**src/rtl/gp_prefetch_pkg.sv**
```systemverilog
// Shared types and constants for the GP command-stream prefetcher.
package gp_prefetch_pkg;

    typedef enum logic [1:0] {
        IDLE,
        REQ,
        FILL
    } state_t;

    localparam int unsigned WPB       = 4;
    localparam int unsigned BEAT_W    = 128;
    localparam int unsigned GP_WORD_W = 32;

endpackage

```
**src/rtl/gp_prefetch_stream_if.sv**
```systemverilog
// Memory-controller FIFO ports and GP word port of the prefetcher, bundled.
interface gp_prefetch_stream_if #(
    parameter int unsigned ADDR_W = 31
);
    import gp_prefetch_pkg::*;

    logic                 af_wr_en;
    logic                 af_full;
    logic [ADDR_W-1:0]    af_addr_din;
    logic                 rdf_valid;
    logic [BEAT_W-1:0]    rdf_dout;
    logic                 rdf_rd_en;
    logic [GP_WORD_W-1:0] out_data;
    logic                 out_valid;
    logic                 out_ready;

    modport master (
        output af_wr_en, af_addr_din, rdf_rd_en, out_data, out_valid,
        input  af_full, rdf_valid, rdf_dout, out_ready
    );

    modport slave (
        input  af_wr_en, af_addr_din, rdf_rd_en, out_data, out_valid,
        output af_full, rdf_valid, rdf_dout, out_ready
    );

endinterface

```
**src/rtl/gp_prefetch_ram.sv**
```systemverilog
// Ring storage: whole-beat writes, single-word asynchronous reads.
module gp_prefetch_ram import gp_prefetch_pkg::*; #(
    parameter int unsigned DEPTH = 16
) (
    input  logic                         clk,
    input  logic                         we,
    input  logic [$clog2(DEPTH/WPB)-1:0] waddr,
    input  logic [BEAT_W-1:0]            wdata,
    input  logic [$clog2(DEPTH)-1:0]     raddr,
    output logic [GP_WORD_W-1:0]         rdata
);

    localparam int unsigned WSEL_W = $clog2(WPB);

    logic [GP_WORD_W-1:0] mem [DEPTH];

    always_ff @(posedge clk) begin
        if (we) begin
            for (int unsigned i = 0; i < WPB; i++) begin
                mem[{waddr, WSEL_W'(i)}] <= wdata[i*GP_WORD_W +: GP_WORD_W];
            end
        end
    end

    assign rdata = mem[raddr];

endmodule

```
**src/rtl/gp_prefetch_stream.sv**
```systemverilog
// Prefetches the GP command stream into a block ring and hands it out word by word.
module gp_prefetch_stream import gp_prefetch_pkg::*; #(
    parameter int unsigned NUM_BLOCKS  = 2,
    parameter int unsigned BURST_BEATS = 2,
    parameter int unsigned ADDR_W      = 31
) (
    input  logic                        clk,
    input  logic                        rst,
    input  logic                        start,
    input  logic [31:0]                 start_addr,
    input  logic                        abort,
    gp_prefetch_stream_if.master        bus,
    output logic                        busy
);

    localparam int unsigned BLOCK_WORDS = BURST_BEATS * WPB;
    localparam int unsigned DEPTH       = NUM_BLOCKS * BLOCK_WORDS;
    localparam int unsigned BLK_W       = $clog2(NUM_BLOCKS);
    localparam int unsigned BEAT_CW     = (BURST_BEATS > 1) ? $clog2(BURST_BEATS) : 1;
    localparam int unsigned WORD_CW     = $clog2(BLOCK_WORDS);
    localparam int unsigned BEAT_AW     = $clog2(DEPTH / WPB);
    localparam int unsigned STEP_SH     = $clog2(BURST_BEATS * 2);
    localparam int unsigned DISC_W      = $clog2(BURST_BEATS) + 6;

    state_t                  state, state_next;
    logic [NUM_BLOCKS-1:0]   blk_valid;
    logic [BLK_W-1:0]        wr_blk, rd_blk;
    logic [WORD_CW-1:0]      rd_word;
    logic [BEAT_CW-1:0]      beat_cnt;
    logic [ADDR_W-1:0]       base, req_idx;
    logic [DISC_W-1:0]       discard_cnt, owed;
    logic                    outstanding;

    logic                    flush, af_wr_en, accept, beat_wr, beat_last;
    logic                    out_valid, pop, pop_last;
    logic [BEAT_AW-1:0]      ram_waddr;
    logic [GP_WORD_W-1:0]    ram_rdata;
    int unsigned             owed_sum;

    always_comb begin
        flush     = start | abort;
        af_wr_en  = (state == REQ) && !blk_valid[wr_blk];
        accept    = af_wr_en && !bus.af_full;
        beat_wr   = (state == FILL) && bus.rdf_valid && (discard_cnt == '0) && !flush;
        beat_last = (beat_cnt == BEAT_CW'(BURST_BEATS - 1));
        out_valid = blk_valid[rd_blk] && (state != IDLE);
        pop       = out_valid && bus.out_ready;
        pop_last  = (rd_word == WORD_CW'(BLOCK_WORDS - 1));
        ram_waddr = BEAT_AW'(32'(wr_blk) * BURST_BEATS + 32'(beat_cnt));
    end

    // Beats still owed by DRAM at a flush; a beat landing in the flush cycle already paid one.
    always_comb begin
        owed_sum = 32'(discard_cnt);
        if (outstanding) owed_sum = owed_sum + BURST_BEATS - 32'(beat_cnt);
        if (accept) owed_sum = owed_sum + BURST_BEATS;
        if (bus.rdf_valid && owed_sum != 0) owed_sum = owed_sum - 1;
        owed = DISC_W'(owed_sum);
    end

    always_comb begin
        state_next = state;
        unique case (state)
            IDLE:    state_next = IDLE;
            REQ:     if (accept) state_next = FILL;
            FILL:    if (beat_wr && beat_last) state_next = REQ;
            default: state_next = IDLE;
        endcase
        if (start) state_next = REQ;
        else if (abort) state_next = IDLE;
    end

    always_ff @(posedge clk or posedge rst) begin
        if (rst) state <= IDLE;
        else     state <= state_next;
    end

    always_ff @(posedge clk or posedge rst) begin
        if (rst) begin
            blk_valid   <= '0;
            wr_blk      <= '0;
            rd_blk      <= '0;
            rd_word     <= '0;
            beat_cnt    <= '0;
            base        <= '0;
            req_idx     <= '0;
            discard_cnt <= '0;
            outstanding <= 1'b0;
        end else if (flush) begin
            blk_valid   <= '0;
            wr_blk      <= '0;
            rd_blk      <= '0;
            rd_word     <= '0;
            beat_cnt    <= '0;
            outstanding <= 1'b0;
            discard_cnt <= owed;
            if (start) begin
                base    <= ADDR_W'((start_addr >> (3 + STEP_SH)) << STEP_SH);
                req_idx <= '0;
            end
        end else begin
            if (accept) begin
                req_idx     <= req_idx + ADDR_W'(1);
                outstanding <= 1'b1;
            end
            if (bus.rdf_valid && discard_cnt != '0) discard_cnt <= discard_cnt - DISC_W'(1);
            if (beat_wr) begin
                if (beat_last) begin
                    beat_cnt          <= '0;
                    blk_valid[wr_blk] <= 1'b1;
                    wr_blk            <= wr_blk + BLK_W'(1);
                    outstanding       <= 1'b0;
                end else begin
                    beat_cnt <= beat_cnt + BEAT_CW'(1);
                end
            end
            if (pop) begin
                if (pop_last) begin
                    rd_word           <= '0;
                    blk_valid[rd_blk] <= 1'b0;
                    rd_blk            <= rd_blk + BLK_W'(1);
                end else begin
                    rd_word <= rd_word + WORD_CW'(1);
                end
            end
        end
    end

    gp_prefetch_ram #(
        .DEPTH(DEPTH)
    ) u_ram (
        .clk   (clk),
        .we    (beat_wr),
        .waddr (ram_waddr),
        .wdata (bus.rdf_dout),
        .raddr ({rd_blk, rd_word}),
        .rdata (ram_rdata)
    );

    assign bus.af_wr_en    = af_wr_en;
    assign bus.af_addr_din = base + (req_idx << STEP_SH);
    assign bus.rdf_rd_en   = 1'b1;
    assign bus.out_data    = ram_rdata;
    assign bus.out_valid   = out_valid;
    assign busy            = (state != IDLE) || (discard_cnt != '0);

    // A beat in IDLE with nothing owed means DRAM returned data nobody asked for.
    assert property (@(posedge clk) disable iff (rst)
        !(bus.rdf_valid && state == IDLE && discard_cnt == '0));

endmodule

```
**src/flat_wrapper.sv**
```systemverilog
// flat-port wrapper written by rule: the top's interface ports become plain ports
module gp_prefetch_stream_flat import gp_prefetch_pkg::*;
#(
    parameter int unsigned NUM_BLOCKS  = 2,
    parameter int unsigned BURST_BEATS = 2,
    parameter int unsigned ADDR_W      = 31
)
  (clk, rst, start, start_addr, abort, busy, bus_af_wr_en, bus_af_addr_din, bus_rdf_rd_en, bus_out_data, bus_out_valid, bus_af_full, bus_rdf_valid, bus_rdf_dout, bus_out_ready);
  gp_prefetch_stream_if #(.ADDR_W(ADDR_W)) bus_i ();
  input  logic clk;
  input  logic rst;
  input  logic start;
  input  logic [31:0] start_addr;
  input  logic abort;
  output logic busy;
  output wire logic [$bits(bus_i.af_wr_en)-1:0] bus_af_wr_en;
  output wire logic [$bits(bus_i.af_addr_din)-1:0] bus_af_addr_din;
  output wire logic [$bits(bus_i.rdf_rd_en)-1:0] bus_rdf_rd_en;
  output wire logic [$bits(bus_i.out_data)-1:0] bus_out_data;
  output wire logic [$bits(bus_i.out_valid)-1:0] bus_out_valid;
  input wire logic [$bits(bus_i.af_full)-1:0] bus_af_full;
  input wire logic [$bits(bus_i.rdf_valid)-1:0] bus_rdf_valid;
  input wire logic [$bits(bus_i.rdf_dout)-1:0] bus_rdf_dout;
  input wire logic [$bits(bus_i.out_ready)-1:0] bus_out_ready;
  assign bus_af_wr_en = bus_i.af_wr_en;
  assign bus_af_addr_din = bus_i.af_addr_din;
  assign bus_rdf_rd_en = bus_i.rdf_rd_en;
  assign bus_out_data = bus_i.out_data;
  assign bus_out_valid = bus_i.out_valid;
  assign bus_i.af_full = bus_af_full;
  assign bus_i.rdf_valid = bus_rdf_valid;
  assign bus_i.rdf_dout = bus_rdf_dout;
  assign bus_i.out_ready = bus_out_ready;
  gp_prefetch_stream #(.NUM_BLOCKS(NUM_BLOCKS), .BURST_BEATS(BURST_BEATS), .ADDR_W(ADDR_W)) u_core (.clk(clk), .rst(rst), .start(start), .start_addr(start_addr), .abort(abort), .bus(bus_i), .busy(busy));
endmodule
```
**config.mk**
```make
export PLATFORM = sky130hd
export DESIGN_NAME = gp_prefetch_stream_flat
export DESIGN_NICKNAME = d
export VERILOG_FILES = /design/src/rtl/gp_prefetch_pkg.sv /design/src/rtl/gp_prefetch_stream_if.sv /design/src/rtl/gp_prefetch_ram.sv /design/src/rtl/gp_prefetch_stream.sv /design/src/flat_wrapper.sv
export SDC_FILE = /design/constraint.sdc
export NUM_CORES = 1
export LEC_CHECK = 0
export ABC_AREA = 1
export CAP_MARGIN = 20
export CELL_PAD_IN_SITES_DETAIL_PLACEMENT = 1
export CELL_PAD_IN_SITES_GLOBAL_PLACEMENT = 1
export CORE_ASPECT_RATIO = 0.9
export CORE_UTILIZATION = 49
export CTS_BUF_LIST = sky130_fd_sc_hd__clkbuf_4
export CTS_CLUSTER_DIAMETER = 80
export DETAILED_ROUTE_END_ITERATION = 6
export PLACE_DENSITY_LB_ADDON = 0.1
export SLEW_MARGIN = 5
export SYNTH_ARGS = -nofsm -noshare
export SYNTH_HDL_FRONTEND = slang
export SYNTH_SLANG_ARGS = --single-unit
```
**constraint.sdc**
```tcl
create_clock -name clk -period 20.8 [get_ports clk]
set_input_delay 2.08 -clock clk [delete_from_list [all_inputs] [get_ports clk]]
set_output_delay 2.08 -clock clk [all_outputs]
set_load 0.02 [all_outputs]
```
After elaboration in Yosys (flattened, before gate mapping)
Memories as Yosys holds them, arrays and structs flattened.
Cells that the tools add are included.
- register bits: 76
- memory bits (writable): 512
- bits of input ports: 167
- output and inout port bits: 67
- word-level logic and storage cells: 113
- memories: 1
- memory list (name ; depth ; width ; read ports ; clocked after memory_dff ; write ports ; RTL line ; source):
    u_core.u_ram.mem ; 16 ; 32 ; 1 ; 0 ; 4 ; gp_prefetch_ram.sv:15 ; logic [GP_WORD_W-1:0] mem [DEPTH];
- add/sub/neg operators: 12
- order comparisons: 4
- equality and inequality tests: 6
- muxes and demuxes: 45
- bitwise operators: 4
- reductions and logical operators: 31
- operators with widths (kind ; count):
    $mux 31 ; 3
    $mux 32 ; 2
    $add 32x2->32 const B ; 1
    $reduce_bool 32->1 ; 1
    $sub 32x1->32 ; 1
    $add 29x31->31 ; 1
    $add 31x1->31 const B ; 1
    $mux 1 ; 21
    $mux 7 ; 3
    $mux 2 ; 10
    $reduce_bool 2->1 ; 7
    $sub 7x1->7 const B ; 2
    $logic_and 1x1->1 ; 12
    $reduce_and 2->1 ; 5
    $mux 3 ; 3
    $add 7x2->8 const B ; 1
    $logic_not 7->1 ; 1
    $reduce_bool 7->1 ; 1
    $lt 1x2->1 const B ; 2
    $ne 4x3->1 const B ; 1
    $ne 4x4->1 const B ; 1
    $pmux 2 s2 ; 1
    $add 1x1->1 const B ; 3
    $add 3x1->3 const B ; 1
    13 further kinds ; 17

Longest topological paths before layout
Gate-level depths: netlist (run 1).
- word-level depth: 12
- depth in mapped cells: 23
- mapped depth without buffers: 23

Modules after synthesis
Synthesis (run 1) repeated with hierarchy kept, for this count alone.
- cell total of the unflattened synthesis: 2944
- area, all modules: 28095.7 um2
- by module, submodules not included (module ; times used ; cells each ; area an instance (um2) ; sequential area each (um2)):
    gp_prefetch_ram ; 1 ; 2068 ; 22004.9 ; 15374.7
    gp_prefetch_stream ; 1 ; 876 ; 6090.8 ; 1851.8

Worst setup path after synthesis (run 1)
No wires, ideal clock.
- path kind: in2reg
- start: input port start
- end: memory u_core.u_ram.mem[12][0] (enable)
- library setup time: 932 ps
- arrival: 14683 ps
- data required time: 19868 ps
- slack: 5185 ps
- stages on the path: 4
- path buffers: 1
- cell sequence: buf_2 nor2_1 inv_2 nor4_1
- RTL lines (element ; RTL line ; source):
    start: declaration ; flat_wrapper.sv:12 ; input logic start;
    end: declaration ; gp_prefetch_ram.sv:15 ;

Worst setup path after layout (run 1)
- start: register u_core.req_idx[0]
- end: output port bus_af_addr_din[30]
- word-level cells in the longest chain between the ends: 1
- RTL lines (element ; RTL line ; source):
    start: declaration ; gp_prefetch_stream.sv:30 ; logic [ADDR_W-1:0] base, req_idx;
    start signal: assignment ; gp_prefetch_stream.sv:103 ; req_idx <= req_idx + ADDR_W'(1);
    $add 29x31->31 ; gp_prefetch_stream.sv:141 ; assign bus.af_addr_din = base + (req_idx << STEP_SH);
    end: declaration ; flat_wrapper.sv:17 ; output wire logic [$bits(bus_i.af_addr_din)-1:0] bus_af_addr_din;
Every way passes these cells.

==> results of run 1 <==
-- power by group through the flow --
stage / Clock [W] / Sequential [W] / Combinational [W]
6_report: 0.000982 / 0.00131 / 0.000225
5_1_grt: 0.00107 / 0.00131 / 0.000253
4_1_cts: 0.00101 / 0.00131 / 0.000226
3_5_place_dp: 0 / 0.00133 / 0.000225
3_3_place_gp: 0 / 0.00133 / 0.000217
2_1_floorplan: 0 / 0.00132 / 0.000146
-- layer usage --
layer / global-route usage, % / part of all wire [%] / wire, um / vias up
met1: 29.7 / 44 / 28100 / 8730
met4: 10.9 / 2.3 / 1490 / 12
li1: - / - / - / 8485
met3: 5.98 / 4.2 / 2730 / 109
met5: 0 / 0.11 / 69 / -
met2: 41.1 / 50 / 32100 / 337
-- critical path: cells and delay by family, from the launching register on --
kind,cells,cell delay [ns]
XOR/XNOR,1,0.18
AND/OR/NAND/NOR,8,0.98
adder cells (fa/ha/maj),2,0.62
flip-flops,1,0.45
buffers and inverters,2,0.69
AO/OA/AOI/OAI,2,0.49
-- stage by stage --
| step | total power [W] | setup slack, ns | hold WS, ns | instances | utilization [%] |
|---|---|---|---|---|---|
| detailed placement | 0.00156 | 14.25 | 0.472 | 2994 | 55.4 |
| global placement | 0.00155 | 14.46 | 0.458 | 2994 | 55.4 |
| CTS | 0.00255 | 14.26 | 0.487 | 3252 | 59.0 |
| global route | 0.00263 | 14.00 | 0.508 | 3264 | 59.1 |
| floorplan | 0.00147 | 5.18 | 0.446 | 2174 | - |
| finish | 0.00252 | 14.37 | 0.480 | 3264 | 59.1 |
-- cells in the final DEF (no fill, tap or decap), drive strengths merged, types with 2 or more instances in the layout --
master and count:
and3 2, nor3 18, o21a 4, clkbuf 219
o221ai 2, a221oi 2, nand3 80, nor3b 2
a21oi 192, dfrtp 74, diode 11, edfxtp 512
ha 41, o211ai 129, clkdlybuf4s50 225, a21o 2
a31oi 7, xnor2 11, bufinv 3, buf 19
o21bai 2, a211oi 3, xor2 24, inv 233
o21ai 208, clkinv 32, mux2i 129, nor4 6
nor2 73, nand2 289, conb 3, nand4 12
-- kinds of logic (layout without fill, tap and decap cells) --
group / after synthesis / after routing / share of synthesized area, %
buf+inv: 340 / 731 / 5.16
other cells: 2 / 14 / 0.0289
simple gates: 484 / 484 / 8.10
compound gates: 555 / 555 / 12.3
fa+ha+maj: 42 / 42 / 2.05
xor+xnor: 35 / 35 / 1.18
mux: 129 / 129 / 4.96
flops: 586 / 586 / 66.2
-- final cells by class --
class,count,share of cell area (%)
antenna,11,0.0894
clock inverter,39,0.865
multi-input combinational,1248,24.2
sequential,586,56.0
timing repair buffer,244,7.88
tap,688,2.79
clock buffer,219,5.34
inverter,229,2.82
-- worst paths after layout --
check | end | slack (ns)
hold / removal | u_core.base[28]$_DFFE_PP0P_ | 0.48
setup / recovery | bus_af_addr_din[30] | 14.37
max in group asynchronous | u_core.rd_word[1]$_DFFE_PP0P_ | 18.33
hold reg to reg | u_core.base[28]$_DFFE_PP0P_ | 0.48
min in group asynchronous | u_core.base[4]$_DFFE_PP0P_ | 1.77
setup reg to reg | u_core.u_ram.mem[13][26]$_DFFE_PP_ | 16.60
-- registers in the layout, summed over array words and instances (netlist names) --
register / flops
u_core.base: 27
u_core.outstanding: 1
u_core.blk_valid: 2
u_core.rd_blk: 1
u_core.discard_cnt: 7
u_core.req_idx: 29
u_core.wr_blk: 1
u_core.rd_word: 3
u_core.u_ram.mem: 512
u_core.beat_cnt: 1
u_core.state: 2
==> flow_summary.ini, run 1 <==
[outcome]
status = completed

[setup_path]
path_class = reg -> out
cp_max_fo = 5
cp_slowest_cell = clkdlybuf4s50_1
start_kind = register
reg2reg_depth = 14
worstPathArrival_ns = 4.35
cp_data_required_time_ns = 18.72
cp_slowest_stage_delay_ns = 0.63
critical_path.cell_chain = ha_1, inv_1, fa_1, o21ai_0, nand4_1, nand3_1, nand3_1, nand3_1, nand3_1, o211ai_1, nand2_1, nand2_1, nand2_1, xnor2_1, clkdlybuf4s50_1
cp_common_cell = nand3_1
reg2reg_from = u_core.discard_cnt[1]$_DFFE_PP0P_
cp-end-kind = primary output
worstSetupStartpoint = u_core.req_idx[0]$_DFFE_PP0P_

[synth]
synth_most_common_cell = edfxtp_1
yosysTopAreaCell = edfxtp_1
synth_warnings = 0
synth_seq_cells = 586
synth_area_um2 = 26000
netlist_top_cells_area = edfxtp_1 (59%), dfrtp_1 (7.1%), mux2i_1 (5.0%), nand2_1 (4.0%), o21ai_0 (3.9%)
syn_avg_cell_area_um2 = 12.0
async_flop_share_pct = 12.6
synth_common_cells = edfxtp_1 (512), nand2_1 (277), inv_1 (219)
synth-main-ff-cell = edfxtp_1
yosysSeqAreaShare_pct = 66.2
netlist_instances = 2173
ys_types = 53
synth_top_area_share_pct = 59.1
synth-edff-count = 512

[clock_network]
cts_tree = built
cts_buffers = 151
cts-root-buf = clkbuf_4
clock_latency_ns = 0.97
cts_sinks = 586
htree_num_levels = 4
clk_pin_slew_ns = 0.06
postCtsSetupRepairBufs = 0
hold_buffers = 0
cts_buffer_depth = 3
cts-resized-gates = 0

[power_and_ir_drop]
switching_share_pct = 24.4
power_leakage_nw = 11.1
p_clk_share_pct = 39.0
power.density_nw_per_um2 = 81.7
p_int_w = 0.00190
power_switching_w = 0.000614
p_comb_share_pct = 8.9
pwr-share-seq_pct = 52.0
ir_drop_uv = 58.5

[cells_and_area]
drive_above_1_share_pct = 12.0
regArea_um2 = 17200
fillCellCount = 5355
multi_input_area_um2 = 7470
final_area_um2 = 30800
layout.nets = 2669
area_delta_synth_final_pct = 18.4

[timing]
fin_worst_skew_ns = 0.0387
max_freq_mhz = 156
rsz0062_at_grt = false
setup_tns_ns = 0
worst_pin_slew_ns = 1.19
fin_crit_sh_pct = 30.9
fin_crit_ns = 6.43
hold_viol_final = 0
max_slew_margin_pct = 20.9
setup_viol = 0
drv_slew = 0

[worst_hold_path]
hold_depth = 2
min-delay-start = u_core.base[28]$_DFFE_PP0P_
worst_hold_path_type = reg -> reg

[global_routing]
overflow = 0
antenna_found_initial = 15
grt_pass1_wl_mm = 101
grt_usage_pct = 24.3
grt_max_degree = 228
grt_pass1_vias = 19000

[routing]
drtPass1Iterations = 5
antenna_left = 0
post_drt_wl_per_cell_um = 19.7
drt-total-wl_mm = 64.4
vias = 17700
avgViaCountPerCell = 5.41
route.detailed.drc = 0
drtIter0Drc = 955

[die]
die_area_um2 = 54000
die_w_um = 245
core_area_um2 = 52100
rows = 79
io_pins = 234
start_util_pct = 49.9
dieHeight_um = 221

[place]
hpwl_mm = 39.9
io_buffers = 225
place.gp.congestion = 0.868
place_area_um2 = 28800

[flow_run]
drv_cap = 0
(Power assumes the default switching activity.)
==> run 2, diff against run 1 <==
CORE_UTILIZATION = 44   (was 49)
clock period = 5.6 ns   (was 20.8 ns; I/O delays follow)
==> run 2 against run 1 <==
  * Critical path depth down 1
  * Sequential cell count stayed put
  * Via count about the same
  * Combinational power rose to 3.8 times the previous value
  * Cell count increased by 2.7%
  * Highest routed layer unchanged
==> flow_summary.ini, run 2 (synthesis results as in run 1) <==
[outcome]
status = completed

[worst_hold_path]
worst_hold_path_type = in -> reg

[place]
place.gp.congestion = 0.863
io_buffers = 225
hpwl_mm = 39.1
place_ws_ns = 1.65

[cells_and_area]
reg.largest.list = u_core.u_ram.mem (512), u_core.req_idx (29), u_core.base (27)
area_delta_synth_final_pct = 18.9
largest_register_ffs = 512
layout.nets = 2672
final_cell_mix = edfxtp_1 (512), nand2_1 (276), clkdlybuf4s50_1 (224)
utilization_pct = 52.9
final_common_cell = edfxtp_1
regArea_um2 = 17200
largest_register = u_core.u_ram.mem
fillCellCount = 6189
multi_input_area_um2 = 7510
drive_above_1_share_pct = 12.0

[timing]
worst_pin_slew_ns = 1.03
setup_viol = 0
setup_slack_ns = 0.697
max_freq_mhz = 204
hold_viol_final = 0
setup_tns_ns = 0
fin_crit_ns = 4.90
fin_crit_sh_pct = 87.6
rsz0062_at_grt = false
fin_worst_skew_ns = 0.0454
drv_slew = 0
max_slew_margin_pct = 31.4

[clock_network]
clk_pin_slew_ns = 0.06
cts_sinks = 586
cts_buffers = 153
cts_tree = built
cts_buffer_depth = 3
cts-resized-gates = 0
htree_num_levels = 4
postCtsSetupRepairBufs = 0
hold_buffers = 0
clock_latency_ns = 0.98
cts-root-buf = clkbuf_4

[die]
dieHeight_um = 233
die_area_um2 = 60100
core_area_um2 = 58400
rows = 84
die_w_um = 258
io_pins = 234
start_util_pct = 44.5

[setup_path]
reg2reg_from = u_core.discard_cnt[2]$_DFFE_PP0P_
endpoint = bus_af_addr_din[24]
worstPathArrival_ns = 4.34
cp_common_cell = nand2_1
regToRegEndpoint = u_core.discard_cnt[4]$_DFFE_PP0P_
reg2reg_depth = 21
cp-end-kind = primary output
r2r_slack_ns = 2.17
critical_path.cell_chain = ha_1, inv_1, fa_1, o21ai_0, nand4_1, nand3_1, a21oi_1, o21ai_0, nand2_1, nand2_1, nand3_1, nand2_1, xor2_1, clkdlybuf4s50_1
cp_slowest_stage_delay_ns = 0.62
path_class = reg -> out
cp_data_required_time_ns = 5.04
start_kind = register
worstSetupStartpoint = u_core.req_idx[0]$_DFFE_PP0P_
cp_max_fo = 5
cp_slowest_cell = clkdlybuf4s50_1

[routing]
avgViaCountPerCell = 5.27
drtPass1Iterations = 4
highest_layer = met5
drt-total-wl_mm = 64.3
route.detailed.drc = 0
post_drt_wl_per_cell_um = 19.2
wl_met2_mm = 31.0
wl_met1_mm = 28.4
antenna_left = 0
vias = 17700
wl_met3_mm = 3.38
drtIter0Drc = 815

[power_and_ir_drop]
power_leakage_nw = 11.1
power.density_nw_per_um2 = 299
ir_drop_uv = 184

[global_routing]
grt_max_degree = 130
grt_pass1_wl_mm = 101
grt_pass1_vias = 18800
overflow = 0
grt_usage_pct = 21.7
antenna_found_initial = 8

[flow_run]
drv_cap = 0
-- run 2: cell types whose count changed in the layout (fill, tap and decap cells not counted), sizes merged --
cell and change:
inv -1, clkinv +12, clkinvlp +5, clkdlybuf4s50 -1, buf +1, diode -4, bufinv -3, clkbuf -7
-- run 2: metal layers --
metal	track usage (%)	vias up
met5	0	-
met4	8.17	10
met3	6.14	133
met2	36.0	357
met1	27.0	8656
li1	-	8502
-- run 2: worst min path at each step --
stage	startpoint	to	slack [ns]	cells past startpoint
final	start_addr[30]	u_core.base[27]$_DFFE_PP0P_	0.15	3
after global routing	start_addr[10]	u_core.base[7]$_DFFE_PP0P_	0.06	3
after CTS	start_addr[12]	u_core.base[9]$_DFFE_PP0P_	0.02	3
after detailed placement	u_core.base[10]$_DFFE_PP0P_	u_core.base[10]$_DFFE_PP0P_	0.47	2
after global placement	u_core.base[13]$_DFFE_PP0P_	u_core.base[13]$_DFFE_PP0P_	0.46	2
after floorplan	u_core.base[10]$_DFFE_PP0P_	u_core.base[10]$_DFFE_PP0P_	0.45	2
-- run 2: stage by stage --
step	cells	hold slack [ns]	instance area, um2	total power (W)
2_1_floorplan	2174	0.446	26100	0.00547
3_3_place_gp	3082	0.457	29100	0.00577
3_5_place_dp	3082	0.468	29100	0.00581
4_1_cts	3345	0.0166	30900	0.00940
5_1_grt	3350	0.0633	30900	0.00969
6_report	3352	0.146	30900	0.00924
-- run 2: report_power, final --
group,switching [W],internal (W)
clock,0.00178,0.00175
sequential,0.0000733,0.00479
combinational,0.000504,0.000342
total,0.00235,0.00688
-- run 2: final cells by class --
type                            count  area share (%)
Antenna cell                        7          0.0566
Clock buffer                      211            5.12
Clock inverter                     52           0.793
Inverter                          229            2.80
Multi-Input combinational cell   1248            24.3
Sequential cell                   586            55.7
Tap cell                          774            3.13
Timing Repair Buffer              245            8.07
-- run 2: worst max-delay path: cells and delay by family, from the launching register on --
kind | cells | cell delay (ns)
AOI/OAI and AO/OA | 3 | 0.83
xor gates and xnor gates | 1 | 0.15
adders and majority gates | 2 | 0.59
buffers and inverters | 2 | 0.67
DFF | 1 | 0.41
and+or+nand+nor | 6 | 0.76
==> run 3, diff against run 2 <==
ABC_AREA = not set   (was 1)
CORE_UTILIZATION = 46   (was 44)
==> run 3 against run 2 <==
  * Combinational power down 13%
  * Routed wire length shrank 15%
  * Hold slack lost 0.095 ns
  * Clock power grew 3%
  * Critical path depth decreased by 1
  * Synthesized cell count down 40%
  * Sequential cell count unchanged
  * Global-route usage is 0.98 points lower
  * Cell count shrank 26%
  * Power is 0.36% higher
  * Fmax down 2.9%
==> flow_summary.ini, run 3 <==
[setup_path]
worstPathArrival_ns = 4.49
cp_slowest_cell = clkdlybuf4s50_1
reg2reg_from = u_core.discard_cnt[2]$_DFFE_PP0P_
path_class = reg -> out
reg2reg_depth = 13
cp_data_required_time_ns = 5.04
critical_path.cell_chain = ha_1, inv_1, fa_1, nor2b_1, nor3_1, o31ai_2, a221oi_2, o21ai_2, nand2b_1, a311oi_1, o21ai_0, xnor2_1, clkdlybuf4s50_1
cp_slowest_stage_delay_ns = 0.62
regToRegEndpoint = u_core.discard_cnt[1]$_DFFE_PP0P_
r2r_slack_ns = 1.78
start_kind = register
cp-end-kind = primary output
cp_max_fo = 5

[worst_hold_path]
worst_hold_path_type = in -> async

[global_routing]
grt_pass1_wl_mm = 85.0
overflow = 0
grt_max_degree = 81
grt_usage_pct = 20.8
grt_pass1_vias = 15000
antenna_found_initial = 8

[power_and_ir_drop]
p_comb_share_pct = 8.0
power_switching_w = 0.00225
switching_share_pct = 24.3
power.density_nw_per_um2 = 312
p_int_w = 0.00702
pwr-share-seq_pct = 52.7
power_leakage_nw = 10.0
ir_drop_uv = 234
p_clk_share_pct = 39.4
power_w = 0.00927

[cells_and_area]
largest_register = u_core.u_ram.mem
final_common_cell = edfxtp_1
drive_above_1_share_pct = 27.1
layout.nets = 1866
largest_register_ffs = 512
reg.largest.list = u_core.u_ram.mem (512), u_core.req_idx (29), u_core.base (27)
area_delta_synth_final_pct = 20.7
utilization_pct = 56.2
final_cell_mix = edfxtp_1 (512), clkdlybuf4s50_1 (223), clkbuf_4 (216)
fillCellCount = 4849

[timing]
setup_viol = 0
hold_viol_final = 0
max_slew_margin_pct = 34.4
worst_pin_slew_ns = 0.984
max_freq_mhz = 198
drv_slew = 0
fin_crit_sh_pct = 90.1
rsz0062_at_grt = false
fin_crit_ns = 5.05
fin_worst_skew_ns = 0.0672
setup_slack_ns = 0.552

[synth]
synth_common_cells = edfxtp_1 (512), mux4_2 (160), dfrtp_1 (74)
netlist_instances = 1313
synth_area_um2 = 24700
netlist_top_cells_area = edfxtp_1 (62%), mux4_2 (15%), dfrtp_1 (7.5%), ha_1 (2.1%), xnor2_1 (1.3%)
synth_most_common_cell = edfxtp_1
synth-edff-count = 512
syn_avg_cell_area_um2 = 18.8
async_flop_share_pct = 12.6
synth_seq_cells = 586
synth-main-ff-cell = edfxtp_1
ys_types = 75
synth_warnings = 0
yosysSeqAreaShare_pct = 69.9
yosysTopAreaCell = edfxtp_1
synth_top_area_share_pct = 62.4

[routing]
wl_met2_mm = 26.8
antenna_left = 0
vias = 13500
drtIter0Drc = 661
wl_met1_mm = 23.6
post_drt_wl_per_cell_um = 22.1
avgViaCountPerCell = 5.47
highest_layer = met5
wl_met3_mm = 3.01
route.detailed.drc = 0
drt-total-wl_mm = 54.8
drtPass1Iterations = 5

[clock_network]
htree_num_levels = 4
cts_tree = built
cts_buffer_depth = 3
cts-root-buf = clkbuf_4
cts_buffers = 153
clk_pin_slew_ns = 0.06
cts_sinks = 586
clock_latency_ns = 0.99

[die]
dieHeight_um = 222
core_area_um2 = 53000
io_pins = 234
start_util_pct = 46.6
die_w_um = 246
die_area_um2 = 54500
rows = 80

[place]
place_ws_ns = 0.824
place.gp.congestion = 0.804
hpwl_mm = 34.5
io_buffers = 225

[flow_run]
drv_cap = 0

[outcome]
status = completed
==> run 3: changes by cell type after synthesis, sizes merged, moves of 18 or more <==
| cell | previous run | this run |
|---|---|---|
| a21oi | 192 | 38 |
| clkbuf | 76 | 36 |
| xnor2 | 11 | 36 |
| nand2 | 289 | 46 |
| nor2 | 73 | 55 |
| nand3 | 80 | 18 |
| mux4 | 0 | 160 |
| inv | 226 | 28 |
| mux2 | 0 | 29 |
| mux2i | 129 | 11 |
| o21ai | 208 | 25 |
| o211ai | 129 | 1 |
==> run 3: worst max path at each step <==
stage,startpoint,endpoint,cells after the start
after global routing,u_core.req_idx[0]$_DFFE_PP0P_,bus_af_addr_din[30],13
after detailed placement,u_core.req_idx[0]$_DFFE_PP0P_,bus_af_addr_din[30],13
final,u_core.req_idx[0]$_DFFE_PP0P_,bus_af_addr_din[30],13
after floorplan,u_core.discard_cnt[3]$_DFFE_PP0P_,u_core.u_ram.mem[10][0]$_DFFE_PP_,6
after CTS,u_core.req_idx[1]$_DFFE_PP0P_,bus_af_addr_din[29],11
after global placement,u_core.req_idx[0]$_DFFE_PP0P_,bus_af_addr_din[30],13
==> run 3: cells by family after synthesis <==
group | count (synthesis) | synth area share, %
compound gates | 131 | 3.53
xor+xnor | 55 | 1.95
fa+ha+maj | 42 | 2.16
buf+inv | 87 | 1.59
flops | 586 | 69.9
mux | 200 | 16.4
other cells | 2 | 0.0305
simple gates | 210 | 4.45
==> run 3: through the flow <==
stage               cell area [um2]  hold WS, ns  instances  TNS, ns
finish                        29700       0.0511       2473        0
global route                  29700      0.00658       2471        0
floorplan                     24700        0.460       1314  -369.30
detailed placement            27700        0.495       2196        0
global placement              27700        0.492       2196        0
CTS                           29700       0.0551       2462        0
==> run 3: layer usage <==
metal	up-vias	GRT usage [%]
li1	6099	-
met3	92	6.41
met5	-	0
met1	7002	26.8
met4	6	8.94
met2	320	32.4
==> run 3: power by group through the flow <==
| stage | sequential, W | clock [W] | combinational [W] |
|---|---|---|---|
| floorplan | 0.00491 | 0 | 0.000498 |
| global placement | 0.00497 | 0 | 0.000720 |
| detailed placement | 0.00497 | 0 | 0.000741 |
| CTS | 0.00488 | 0.00379 | 0.000747 |
| global route | 0.00489 | 0.00397 | 0.000815 |
| finish | 0.00488 | 0.00365 | 0.000739 |
==> run 3: final cells by class <==
cell class | count | area (um2) | area share (%)
clock inverters | 50 | 294 | 0.988
well taps | 697 | 872 | 2.93
diodes | 8 | 20.0 | 0.0673
clock buffers | 216 | 1620 | 5.45
repair buffers | 247 | 2500 | 8.40
flip-flops and latches | 586 | 17200 | 57.9
multi-input cells | 641 | 7100 | 23.9
inverters | 28 | 106 | 0.358
==> run 3: timing repair <==
action | 4_1_cts | 5_1_grt
resized for setup | 3 | 4
pin swaps | 0 | 2
setup endpoints to repair | 3 | 3
hold buffers | 0 | 0
buffers inserted | 0 | 1
cloned | 0 | 0
==> run 3: critical path, delay by kind of cell (launching register included) <==
family	cells	cell delay, ns
AOI/OAI and AO/OA	5	1.24
xor gates and xnor gates	1	0.16
adders and majority gates	2	0.62
buffers and inverters	2	0.68
DFF	1	0.42
and+or+nand+nor	3	0.40
